[src/rtl/collatz_sweep_ctrl_pkg.sv]
// Shared types for the Collatz sweep controller: sequencer states and default core width.
package collatz_sweep_ctrl_pkg;

  // Width of the core's argument/result datapath.
  localparam int unsigned IntN = 27;

  typedef enum logic [2:0] {
    StIdle,
    StIssue,
    StWait,
    StDone,
    StErr
  } state_e;

endpackage

[src/rtl/collatz_sweep_ctrl_sweep_watchdog.sv]
// Stall watchdog: counts enabled cycles since the last clear and flags the TIMEOUT-th one.
module sweep_watchdog #(
  parameter int unsigned TIMEOUT = 1048576
) (
  input  logic clk_i,
  input  logic rst_i,
  input  logic clear_i,
  input  logic enable_i,
  output logic expired_o
);

  localparam int unsigned CntW = (TIMEOUT > 2) ? $clog2(TIMEOUT) : 1;
  localparam logic [CntW-1:0] CntLast = CntW'(TIMEOUT - 1);

  logic [CntW-1:0] cnt_q, cnt_d;

  // Next count: clear wins, otherwise count up and hold once expired.
  always_comb begin
    cnt_d = cnt_q;
    if (clear_i) begin
      cnt_d = '0;
    end else if (enable_i && (cnt_q != CntLast)) begin
      cnt_d = cnt_q + 1'b1;
    end
  end

  // Counter register with synchronous reset.
  always_ff @(posedge clk_i) begin
    if (rst_i) begin
      cnt_q <= '0;
    end else begin
      cnt_q <= cnt_d;
    end
  end

  assign expired_o = (cnt_q == CntLast);

endmodule

[src/rtl/collatz_sweep_ctrl.sv]
// Sweep sequencer: feeds arguments cfg_first..cfg_last to the Collatz core one at a time,
// collects results, and tracks the best result, its argument and the result count.
module collatz_sweep_ctrl
  import collatz_sweep_ctrl_pkg::*;
#(
  parameter int unsigned W       = IntN,
  parameter int unsigned CNT_W   = 27,
  parameter int unsigned TIMEOUT = 1048576
) (
  input  logic             clk_i,
  input  logic             rst_i,
  input  logic             start_i,
  input  logic             stop_i,
  input  logic [W-1:0]     cfg_first_i,
  input  logic [W-1:0]     cfg_last_i,
  output logic             core_in_valid_o,
  input  logic             core_in_ready_i,
  output logic [W-1:0]     core_arg_o,
  input  logic             core_out_valid_i,
  output logic             core_out_ready_o,
  input  logic [W-1:0]     core_result_i,
  output logic             busy_o,
  output logic             done_o,
  output logic             timeout_err_o,
  output logic [W-1:0]     best_arg_o,
  output logic [W-1:0]     best_result_o,
  output logic [CNT_W-1:0] count_o
);

  localparam logic [CNT_W-1:0] CountMax = '1;

  state_e           state_q, state_d;
  logic [W-1:0]     arg_q, arg_d, last_q, last_d;
  logic [W-1:0]     best_arg_q, best_arg_d, best_result_q, best_result_d;
  logic [CNT_W-1:0] count_q, count_d;
  logic             stop_pend_q, stop_pend_d, done_q, done_d, timeout_err_q, timeout_err_d;
  logic             busy_q, busy_d, in_valid_q, in_valid_d, out_ready_q, out_ready_d;
  logic             wd_expired;

  logic start_ok, range_ok, stopping, at_last;
  assign start_ok = start_i && (state_q != StIssue) && (state_q != StWait);
  assign range_ok = (cfg_first_i <= cfg_last_i);
  // A stop arriving on the same cycle as the result still ends the sweep.
  assign stopping = stop_pend_q || stop_i;
  assign at_last  = (arg_q == last_q);

  sweep_watchdog #(
    .TIMEOUT(TIMEOUT)
  ) u_watchdog (
    .clk_i    (clk_i),
    .rst_i    (rst_i),
    .clear_i  (state_q != StWait),
    .enable_i (state_q == StWait),
    .expired_o(wd_expired)
  );

  // State register.
  always_ff @(posedge clk_i) begin
    if (rst_i) begin
      state_q <= StIdle;
    end else begin
      state_q <= state_d;
    end
  end

  // Next-state logic.
  always_comb begin
    state_d = state_q;
    case (state_q)
      StIssue: begin
        if (core_in_ready_i) begin
          state_d = StWait;
        end else if (stop_i) begin
          state_d = StIdle;
        end
      end
      StWait: begin
        // A result on the expiry cycle takes precedence over the watchdog.
        if (core_out_valid_i) begin
          if (stopping)     state_d = StIdle;
          else if (at_last) state_d = StDone;
          else              state_d = StIssue;
        end else if (wd_expired) begin
          state_d = StErr;
        end
      end
      // Idle, Done and Err all accept a new start.
      default: state_d = (start_i && range_ok) ? StIssue : StIdle;
    endcase
  end

  // Next values of the datapath and of every registered output.
  always_comb begin
    arg_d         = arg_q;
    last_d        = last_q;
    best_arg_d    = best_arg_q;
    best_result_d = best_result_q;
    count_d       = count_q;
    stop_pend_d   = stop_pend_q;
    done_d        = done_q;
    timeout_err_d = timeout_err_q;
    in_valid_d    = (state_d == StIssue);
    out_ready_d   = (state_d == StWait);
    busy_d        = (state_d == StIssue) || (state_d == StWait);
    if (start_ok) begin
      arg_d         = cfg_first_i;
      last_d        = cfg_last_i;
      best_arg_d    = '0;
      best_result_d = '0;
      count_d       = '0;
      stop_pend_d   = 1'b0;
      timeout_err_d = 1'b0;
      done_d        = !range_ok;
    end
    if (state_q == StIssue && core_in_ready_i) begin
      stop_pend_d = stop_i;
    end
    if (state_q == StWait) begin
      if (stop_i) stop_pend_d = 1'b1;
      if (core_out_valid_i) begin
        if (count_q != CountMax) count_d = count_q + 1'b1;
        if ((core_result_i > best_result_q) || (count_q == '0)) begin
          best_result_d = core_result_i;
          best_arg_d    = arg_q;
        end
        // Equality is tested before incrementing, so an all-ones last never wraps.
        if (!stopping && !at_last) arg_d = arg_q + 1'b1;
        if (!stopping && at_last)  done_d = 1'b1;
      end else if (wd_expired) begin
        timeout_err_d = 1'b1;
      end
    end
  end

  // Datapath and output registers.
  always_ff @(posedge clk_i) begin
    if (rst_i) begin
      arg_q         <= '0;
      last_q        <= '0;
      best_arg_q    <= '0;
      best_result_q <= '0;
      count_q       <= '0;
      stop_pend_q   <= 1'b0;
      done_q        <= 1'b0;
      timeout_err_q <= 1'b0;
      busy_q        <= 1'b0;
      in_valid_q    <= 1'b0;
      out_ready_q   <= 1'b0;
    end else begin
      arg_q         <= arg_d;
      last_q        <= last_d;
      best_arg_q    <= best_arg_d;
      best_result_q <= best_result_d;
      count_q       <= count_d;
      stop_pend_q   <= stop_pend_d;
      done_q        <= done_d;
      timeout_err_q <= timeout_err_d;
      busy_q        <= busy_d;
      in_valid_q    <= in_valid_d;
      out_ready_q   <= out_ready_d;
    end
  end

  assign core_in_valid_o  = in_valid_q;
  assign core_out_ready_o = out_ready_q;
  assign core_arg_o       = arg_q;
  assign busy_o           = busy_q;
  assign done_o           = done_q;
  assign timeout_err_o    = timeout_err_q;
  assign best_arg_o       = best_arg_q;
  assign best_result_o    = best_result_q;
  assign count_o          = count_q;

endmodule

[config.mk]
export PLATFORM = sky130hd
export DESIGN_NAME = collatz_sweep_ctrl
export DESIGN_NICKNAME = d
export VERILOG_FILES = /design/src/rtl/collatz_sweep_ctrl_pkg.sv /design/src/rtl/collatz_sweep_ctrl_sweep_watchdog.sv /design/src/rtl/collatz_sweep_ctrl.sv
export SDC_FILE = /design/constraint.sdc
export NUM_CORES = 1
export LEC_CHECK = 0
export ABC_AREA = 1
export ABC_CLOCK_PERIOD_IN_PS = 2500
export BUFFER_PORTS_ARGS = -buffer_cell sky130_fd_sc_hd__buf_4
export CAP_MARGIN = 10
export CELL_PAD_IN_SITES_DETAIL_PLACEMENT = 0
export CELL_PAD_IN_SITES_GLOBAL_PLACEMENT = 1
export CORE_MARGIN = 2
export CORE_UTILIZATION = 39
export DETAILED_ROUTE_END_ITERATION = 10
export HOLD_SLACK_MARGIN = 0.05
export PLACE_DENSITY = 0.92
export SLEW_MARGIN = 20
export SYNTH_ARGS = -nofsm -noshare
export SYNTH_HDL_FRONTEND = slang
export SYNTH_SLANG_ARGS = --single-unit
[constraint.sdc]
create_clock -name clk_i -period 2.5 [get_ports clk_i]
set_input_delay 0.375 -clock clk_i [delete_from_list [all_inputs] [get_ports clk_i]]
set_output_delay 0.375 -clock clk_i [all_outputs]
set_load 0.005 [all_outputs]
==> results of run 1 <==
==> what timing repair did <==
action	CTS	global route
hold buffers	0	0
setup endpoints to repair	0	4
gates resized for setup	0	3
==> synth_stat cells, types with 10 or more instances <==
| cell | number |
|---|---|
| a21boi_0 | 18 |
| a21oi_1 | 100 |
| buf_2 | 24 |
| clkbuf_1 | 37 |
| dfxtp_1 | 164 |
| ha_1 | 58 |
| inv_1 | 182 |
| nand2_1 | 432 |
| nand3_1 | 75 |
| nand3b_1 | 16 |
| nand4_1 | 34 |
| nor2_1 | 186 |
| nor3_1 | 27 |
| o211ai_1 | 10 |
| o21ai_0 | 91 |
| xnor2_1 | 24 |
| xor2_1 | 18 |
==> per-layer routing <==
| layer | vias to the layer above | track usage [%] |
|---|---|---|
| met5 | - | 0 |
| met4 | 0 | 6.30 |
| met3 | 35 | 4.05 |
| met2 | 305 | 34.8 |
| met1 | 4714 | 29.9 |
| li1 | 5412 | - |
==> power by group <==
group          total [mW]  internal [mW]  leakage (nW)  switching, mW
Clock                2.67           1.42         0.276           1.25
Combinational        1.06          0.463          4.37          0.597
Sequential           2.81           2.72          1.33         0.0936
Total                6.54           4.60          5.98           1.94
==> critical path, delay by kind of cell, from the launching register on <==
family                     cells  cell delay (ns)
AOI/OAI and AO/OA              1             0.28
adders and majority gates      1             0.20
buffers and inverters          2             0.35
DFF                            1             0.42
and+or+nand+nor                8             0.85
==> registers in the layout (all words and copies together) (netlist names) <==
signal	cells
best_arg_o	27
last_q	27
done_o	1
busy_o	1
timeout_err_o	1
core_arg_o	27
count_o	27
best_result_o	27
u_watchdog.cnt_q	20
core_in_valid_o	1
stop_pend_q	1
state_q	3
core_out_ready_o	1
==> through the flow <==
step	utilization, %	power (mW)
floorplan	-	3.47
global placement	46.8	3.91
detailed placement	46.8	3.93
CTS	49.1	6.59
global route	49.1	6.85
finish	49.1	6.54
==> final cells by class <==
cell class,instances,area (µm²)
Clock inverter,15,163
Timing Repair Buffer,235,1830
Inverter,189,711
Tap cell,335,419
Fill cell,2672,13200
Sequential cell,164,3280
Multi-Input combinational cell,1149,5940
Clock buffer,17,425
==> logic make-up after synthesis <==
logic type	synth area share (%)
AND/OR/NAND/NOR	33.9
buffers and inverters	10.4
AO/OA/AOI/OAI	13.0
flip-flops	32.0
adder cells (fa/ha/maj)	7.07
XOR/XNOR	3.58
multiplexers	0.0975
==> worst min-delay path by stage <==
stage	to	start	depth (start not counted)
finish	best_result_o[5]$_SDFF_PP0_	core_result_i[5]	3
global route	best_result_o[0]$_SDFF_PP0_	core_result_i[0]	3
CTS	best_result_o[14]$_SDFF_PP0_	core_result_i[14]	3
detailed placement	last_q[23]$_SDFFE_PP0P_	last_q[23]$_SDFFE_PP0P_	2
global placement	u_watchdog.cnt_q[19]$_SDFFE_PP0P_	u_watchdog.cnt_q[19]$_SDFFE_PP0P_	2
floorplan	u_watchdog.cnt_q[19]$_SDFFE_PP0P_	u_watchdog.cnt_q[19]$_SDFFE_PP0P_	2
==> impl_metrics.py, run 1 <==
metrics = {
    "synth": {
        "ys_ff_latch": 164,
        "avgSynthCellArea_um2": 6.52,
        "synth_top_area_cell": "dfxtp_1",
        "synth_edf_count": 0,
        "synth.cell_area_mm2": 0.0103,
        "synth_area_leaders": "dfxtp_1, nand2_1, ha_1",
        "synthArstFlopShare_pct": 0,
        "ys.flop_type": "dfxtp_1",
        "syn-num-nets": 1719,
        "yosysSeqAreaShare_pct": 32.0,
        "synth_cells": 1574,
        "synth.distinct_cells": 46,
        "synth_top_area_share_pct": 32.0,
        "yosys_warnings": 0,
    },
    "setup_path": {
        "cp-end-kind": "register",
        "startpoint_type": "register",
        "crit_end": "count_o[6]$_SDFF_PP0_",
        "cp_data_required_time_ns": 2.83,
        "crit_start": "count_o[1]$_SDFF_PP0_",
        "cp_cell_sequence": "ha_1 -> nand2_1 -> nor2_2 -> inv_2 -> nor2_4 -> nand3_2 -> nor2_2 -> nand4_2 -> nand2_2 -> inv_1 -> o21ai_0 -> nor2_1",
        "r2r_slack_ns": 0.29,
        "critical-path-max-stage-delay_ns": 0.42,
        "timing.rr.end": "count_o[6]$_SDFF_PP0_",
        "crit_slowest_cell": "dfxtp_1",
        "crit_fanout": 21,
        "crit_top_cell": "nor2_2",
        "crit_type": "register to register",
        "rr_worst_depth": 12,
        "cp.arrival_ns": 2.53,
        "r2r_start": "count_o[1]$_SDFF_PP0_",
    },
    "clock_network": {
        "postCtsSetupRepairBufs": 0,
        "path_clk_slew_ns": 0.07,
        "cts.sinks": 164,
        "clockBufferDepth": 2,
        "h-tree-depth": 4,
        "cts_tree": "built",
        "numCtsBuffers": 17,
        "cts_root_buf": "clkbuf_16",
        "clk_latency_ns": 0.44,
    },
    "finish": {
        "final_nets": 1901,
        "syn2layout_area_growth_pct": 24.4,
        "layout_common_cells": "nand2_1, buf_4, nor2_1",
        "layout_commonest_cell": "nand2_1",
        "antenna_cells": 0,
        "design_area_mm2": 0.0128,
        "instances_no_fill": 2104,
        "drive_above_1_share_pct": 17.3,
    },
    "status": {
        "status": "complete, no violations",
    },
    "sta": {
        "setup_tns_ns": 0,
        "fin_skew_ns": 0.0169,
        "tightest_slew_ns": 0.653,
        "setup_ws_ns": 0.295,
        "hold_violations": 0,
        "drv_slew": 0,
        "whs_ns": 0.177,
        "grt_setup_unrepaired": "no",
        "post-route-period-util_pct": 88.2,
        "max_freq_mhz": 453,
        "fin_crit_ns": 2.21,
        "finalSetupViolCount": 0,
        "max-slew-margin-rel_pct": 56.4,
    },
    "global_routing": {
        "grt_antenna_before_repair": 0,
        "track_usage_pct": 21.7,
        "grt_pass1_wl_um": 49500,
        "grt_pass1_vias": 9644,
        "grt_max_degree": 86,
        "grt_overflow": 0,
    },
    "floorplanning": {
        "start_util_pct": 39.5,
        "fp.dieW_um": 166,
        "die_area_mm2": 0.0276,
        "core_area_mm2": 0.0260,
        "io_pins": 200,
        "die_h_um": 166,
        "rows": 59,
    },
    "route": {
        "wire_per_inst_um": 14.5,
        "vias": 10466,
        "met2_length_um": 13800,
        "drt-met1-wl_um": 14300,
        "drcViolationCount": 0,
        "drt-total-wl_um": 30600,
        "wl_met3_um": 1850,
        "drt_iter0_drc": 737,
        "dr.pass1.iters": 7,
        "ant_nets": 0,
        "dr.max_layer_used": "met4",
        "vias_per_cell": 4.97,
    },
    "place": {
        "routabilityCongestion": 0.881,
        "dp_hpwl_um": 22700,
        "numPlacedInstances": 2072,
        "dp_slack_ns": 0.190,
        "placed_area_mm2": 0.0122,
        "port_buffers": 199,
    },
    "power_and_ir_drop": {
        "p_per_area_mw_per_mm2": 512,
        "leakagePower_nw": 5.98,
        "irDropWorstVdd_mv": 0.443,
    },
    "job": {
        "drv_cap": 0,
    },
    "min_path": {
        "min_path_type": "input port to register",
    },
}
Power figures use the tool's default switching activity.
==> run 2, diff against run 1 <==
- ABC_AREA: 1 -> not set
- CORE_UTILIZATION: 39 -> 40
- PLACE_DENSITY: 0.92 -> 0.91
==> impl_metrics.py, run 2 <==
metrics = {
    "setup_path": {
        "rr_worst_depth": 10,
        "crit_type": "register to register",
        "r2r_slack_ns": -0.03,
        "cp-end-kind": "register",
        "timing.rr.end": "best_arg_o[24]$_SDFF_PP0_",
        "startpoint_type": "register",
        "crit_fanout": 13,
        "cp_data_required_time_ns": 2.87,
        "r2r_start": "best_result_o[24]$_SDFF_PP0_",
        "cp.arrival_ns": 2.90,
    },
    "place": {
        "dp_hpwl_um": 21300,
        "routabilityCongestion": 0.862,
        "port_buffers": 199,
    },
    "synth": {
        "synth_top_area_cell": "dfxtp_1",
        "avgSynthCellArea_um2": 7.99,
        "synth.cell_area_mm2": 0.00934,
        "yosysMostFrequentCell": "nand2_1",
        "synthArstFlopShare_pct": 0,
        "synth_area_leaders": "dfxtp_1, ha_1, nand2_1",
        "syn-num-nets": 1314,
        "ys_ff_latch": 164,
        "synth.distinct_cells": 61,
        "synth_cells": 1169,
        "synth_top_area_share_pct": 35.2,
        "yosys-top-cells-count": "nand2_1, dfxtp_1, a21oi_1, nor2_1, inv_1",
        "ys.flop_type": "dfxtp_1",
        "synth_edf_count": 0,
        "yosysSeqAreaShare_pct": 35.2,
        "yosys_warnings": 0,
    },
    "clock_network": {
        "clockBufferDepth": 2,
        "cts_root_buf": "clkbuf_16",
        "numCtsBuffers": 17,
        "cts.sinks": 164,
        "clk_latency_ns": 0.43,
        "path_clk_slew_ns": 0.07,
        "h-tree-depth": 4,
        "hold_buffers": 0,
        "cts_tree": "built",
    },
    "sta": {
        "finalSetupViolCount": 11,
        "fin_crit_ns": 2.53,
        "setup_tns_ns": -0.0988,
        "fin_skew_ns": 0.0143,
        "hold_violations": 0,
        "max-slew-margin-rel_pct": 48.6,
        "post-route-period-util_pct": 101,
        "max_freq_mhz": 395,
        "setup_ws_ns": -0.0345,
        "grt_setup_unrepaired": "yes",
        "drv_slew": 0,
        "tightest_slew_ns": 0.761,
    },
    "global_routing": {
        "grt_pass1_wl_um": 46500,
        "grt_max_degree": 112,
        "grt_overflow": 0,
        "grt_pass1_vias": 9035,
        "track_usage_pct": 23.8,
        "grt_antenna_before_repair": 0,
    },
    "finish": {
        "drive_above_1_share_pct": 25.0,
        "syn2layout_area_growth_pct": 33.5,
        "antenna_cells": 0,
        "final_nets": 1539,
        "layout_commonest_cell": "buf_4",
        "fill_cells": 2109,
        "regArea_mm2": 0.00329,
        "multi_input_area_mm2": 0.00565,
        "layout_common_cells": "buf_4, nand2_1, dfxtp_1",
    },
    "floorplanning": {
        "die_h_um": 157,
        "core_area_mm2": 0.0228,
        "start_util_pct": 41.0,
        "die_area_mm2": 0.0246,
        "rows": 55,
        "io_pins": 200,
        "fp.dieW_um": 157,
    },
    "job": {
        "drv_cap": 0,
    },
    "min_path": {
        "hp-start": "core_result_i[10]",
        "min_to": "best_result_o[10]$_SDFF_PP0_",
        "hold_depth": 2,
        "min_path_type": "input port to register",
    },
    "route": {
        "vias_per_cell": 5.52,
        "dr.pass1.iters": 5,
        "drt_iter0_drc": 782,
        "ant_nets": 0,
        "drcViolationCount": 0,
        "vias": 9491,
        "drt-total-wl_um": 30100,
        "wire_per_inst_um": 17.5,
    },
    "status": {
        "status": "complete, but fails checks",
        "violations": "setup timing",
    },
    "power_and_ir_drop": {
        "p_per_area_mw_per_mm2": 526,
        "total_power_mw": 6.56,
        "leakagePower_nw": 5.11,
        "irDropWorstVdd_mv": 0.417,
    },
}
-- run 2: cell count changes after synthesis, sizes merged, moves of 20 or more --
cell    before  now
clkbuf      39   59
o21ai       92   41
inv        188   68
a22o         0   26
buf         33   11
nor3b        2   25
a21oi      106   83
or4          0   28
a32oi        0   35
nand2      437  174
nor2       193   71
-- run 2: report_power, final --
| part | internal, mW | total (mW) | switching (mW) |
|---|---|---|---|
| clock | 1.60 | 2.73 | 1.13 |
| combinational | 0.486 | 1.05 | 0.563 |
| sequential | 2.69 | 2.77 | 0.0833 |
-- run 2: timing repair --
action | in CTS | in global routing
resized for setup | 10 | 23
buffers inserted | 3 | 2
pin swaps | 2 | 19
cloned | 2 | 3
endpoints found under the setup margin | 27 | 56
-- run 2: cell families after synthesis --
group           Yosys count  synth area share (%)
flops                   164                  35.2
mux                       2                 0.241
fa+ha+maj                58                  7.77
xor+xnor                 64                  6.00
compound gates          246                  18.0
buf+inv                 138                  5.80
simple gates            497                  27.1
-- run 2: routing by layer --
metal	track usage [%]	vias to the layer above	routed length [µm]
met5	0	-	0
met4	8.34	0	764
met3	4.38	48	1750
met2	40.6	331	14800
met1	29.9	4488	12800
li1	-	4624	-
-- run 2: worst max path at each step --
stage | from | end | slack (ns)
after floorplan | core_result_i[20] | best_arg_o[17]$_SDFF_PP0_ | 0.001
after global placement | core_result_i[20] | best_arg_o[22]$_SDFF_PP0_ | -0.20
after detailed placement | core_result_i[20] | best_arg_o[24]$_SDFF_PP0_ | -0.24
after CTS | best_result_o[24]$_SDFF_PP0_ | best_arg_o[5]$_SDFF_PP0_ | 0.001
after global routing | best_result_o[6]$_SDFF_PP0_ | best_arg_o[0]$_SDFF_PP0_ | -0.12
final | best_result_o[24]$_SDFF_PP0_ | best_arg_o[24]$_SDFF_PP0_ | -0.03
-- run 2: cell type report --
cell class,instances,area share [%]
clock buffers,20,3.58
repair buffers,276,18.3
inverters,68,2.05
clock inverters,11,1.22
well taps,313,3.14
flip-flops and latches,164,26.4
multi-input cells,867,45.3
-- run 2: worst max-delay path, stage by stage, from the launching register on --
cell	delay, ns
dfxtp_2	0.34
inv_2	0.04
ha_4	0.21
a211oi_2	0.18
o21ai_1	0.10
a221o_1	0.38
a2111oi_4	0.25
a21oi_4	0.18
buf_12	0.19
or4_1	0.51
nand3_1	0.09
-- run 2: metrics by stage --
step	cell area [µm²]	util [%]	hold slack, ns	worst slack (ns)	instances
after floorplan	9350	-	0.449	0.00148	1169
after global placement	11600	50.9	0.457	-0.204	1678
after detailed placement	11600	50.9	0.459	-0.241	1678
after CTS	12300	54.0	0.150	0.00148	1714
after global routing	12500	54.7	0.150	-0.122	1719
final	12500	54.7	0.160	-0.0345	1719
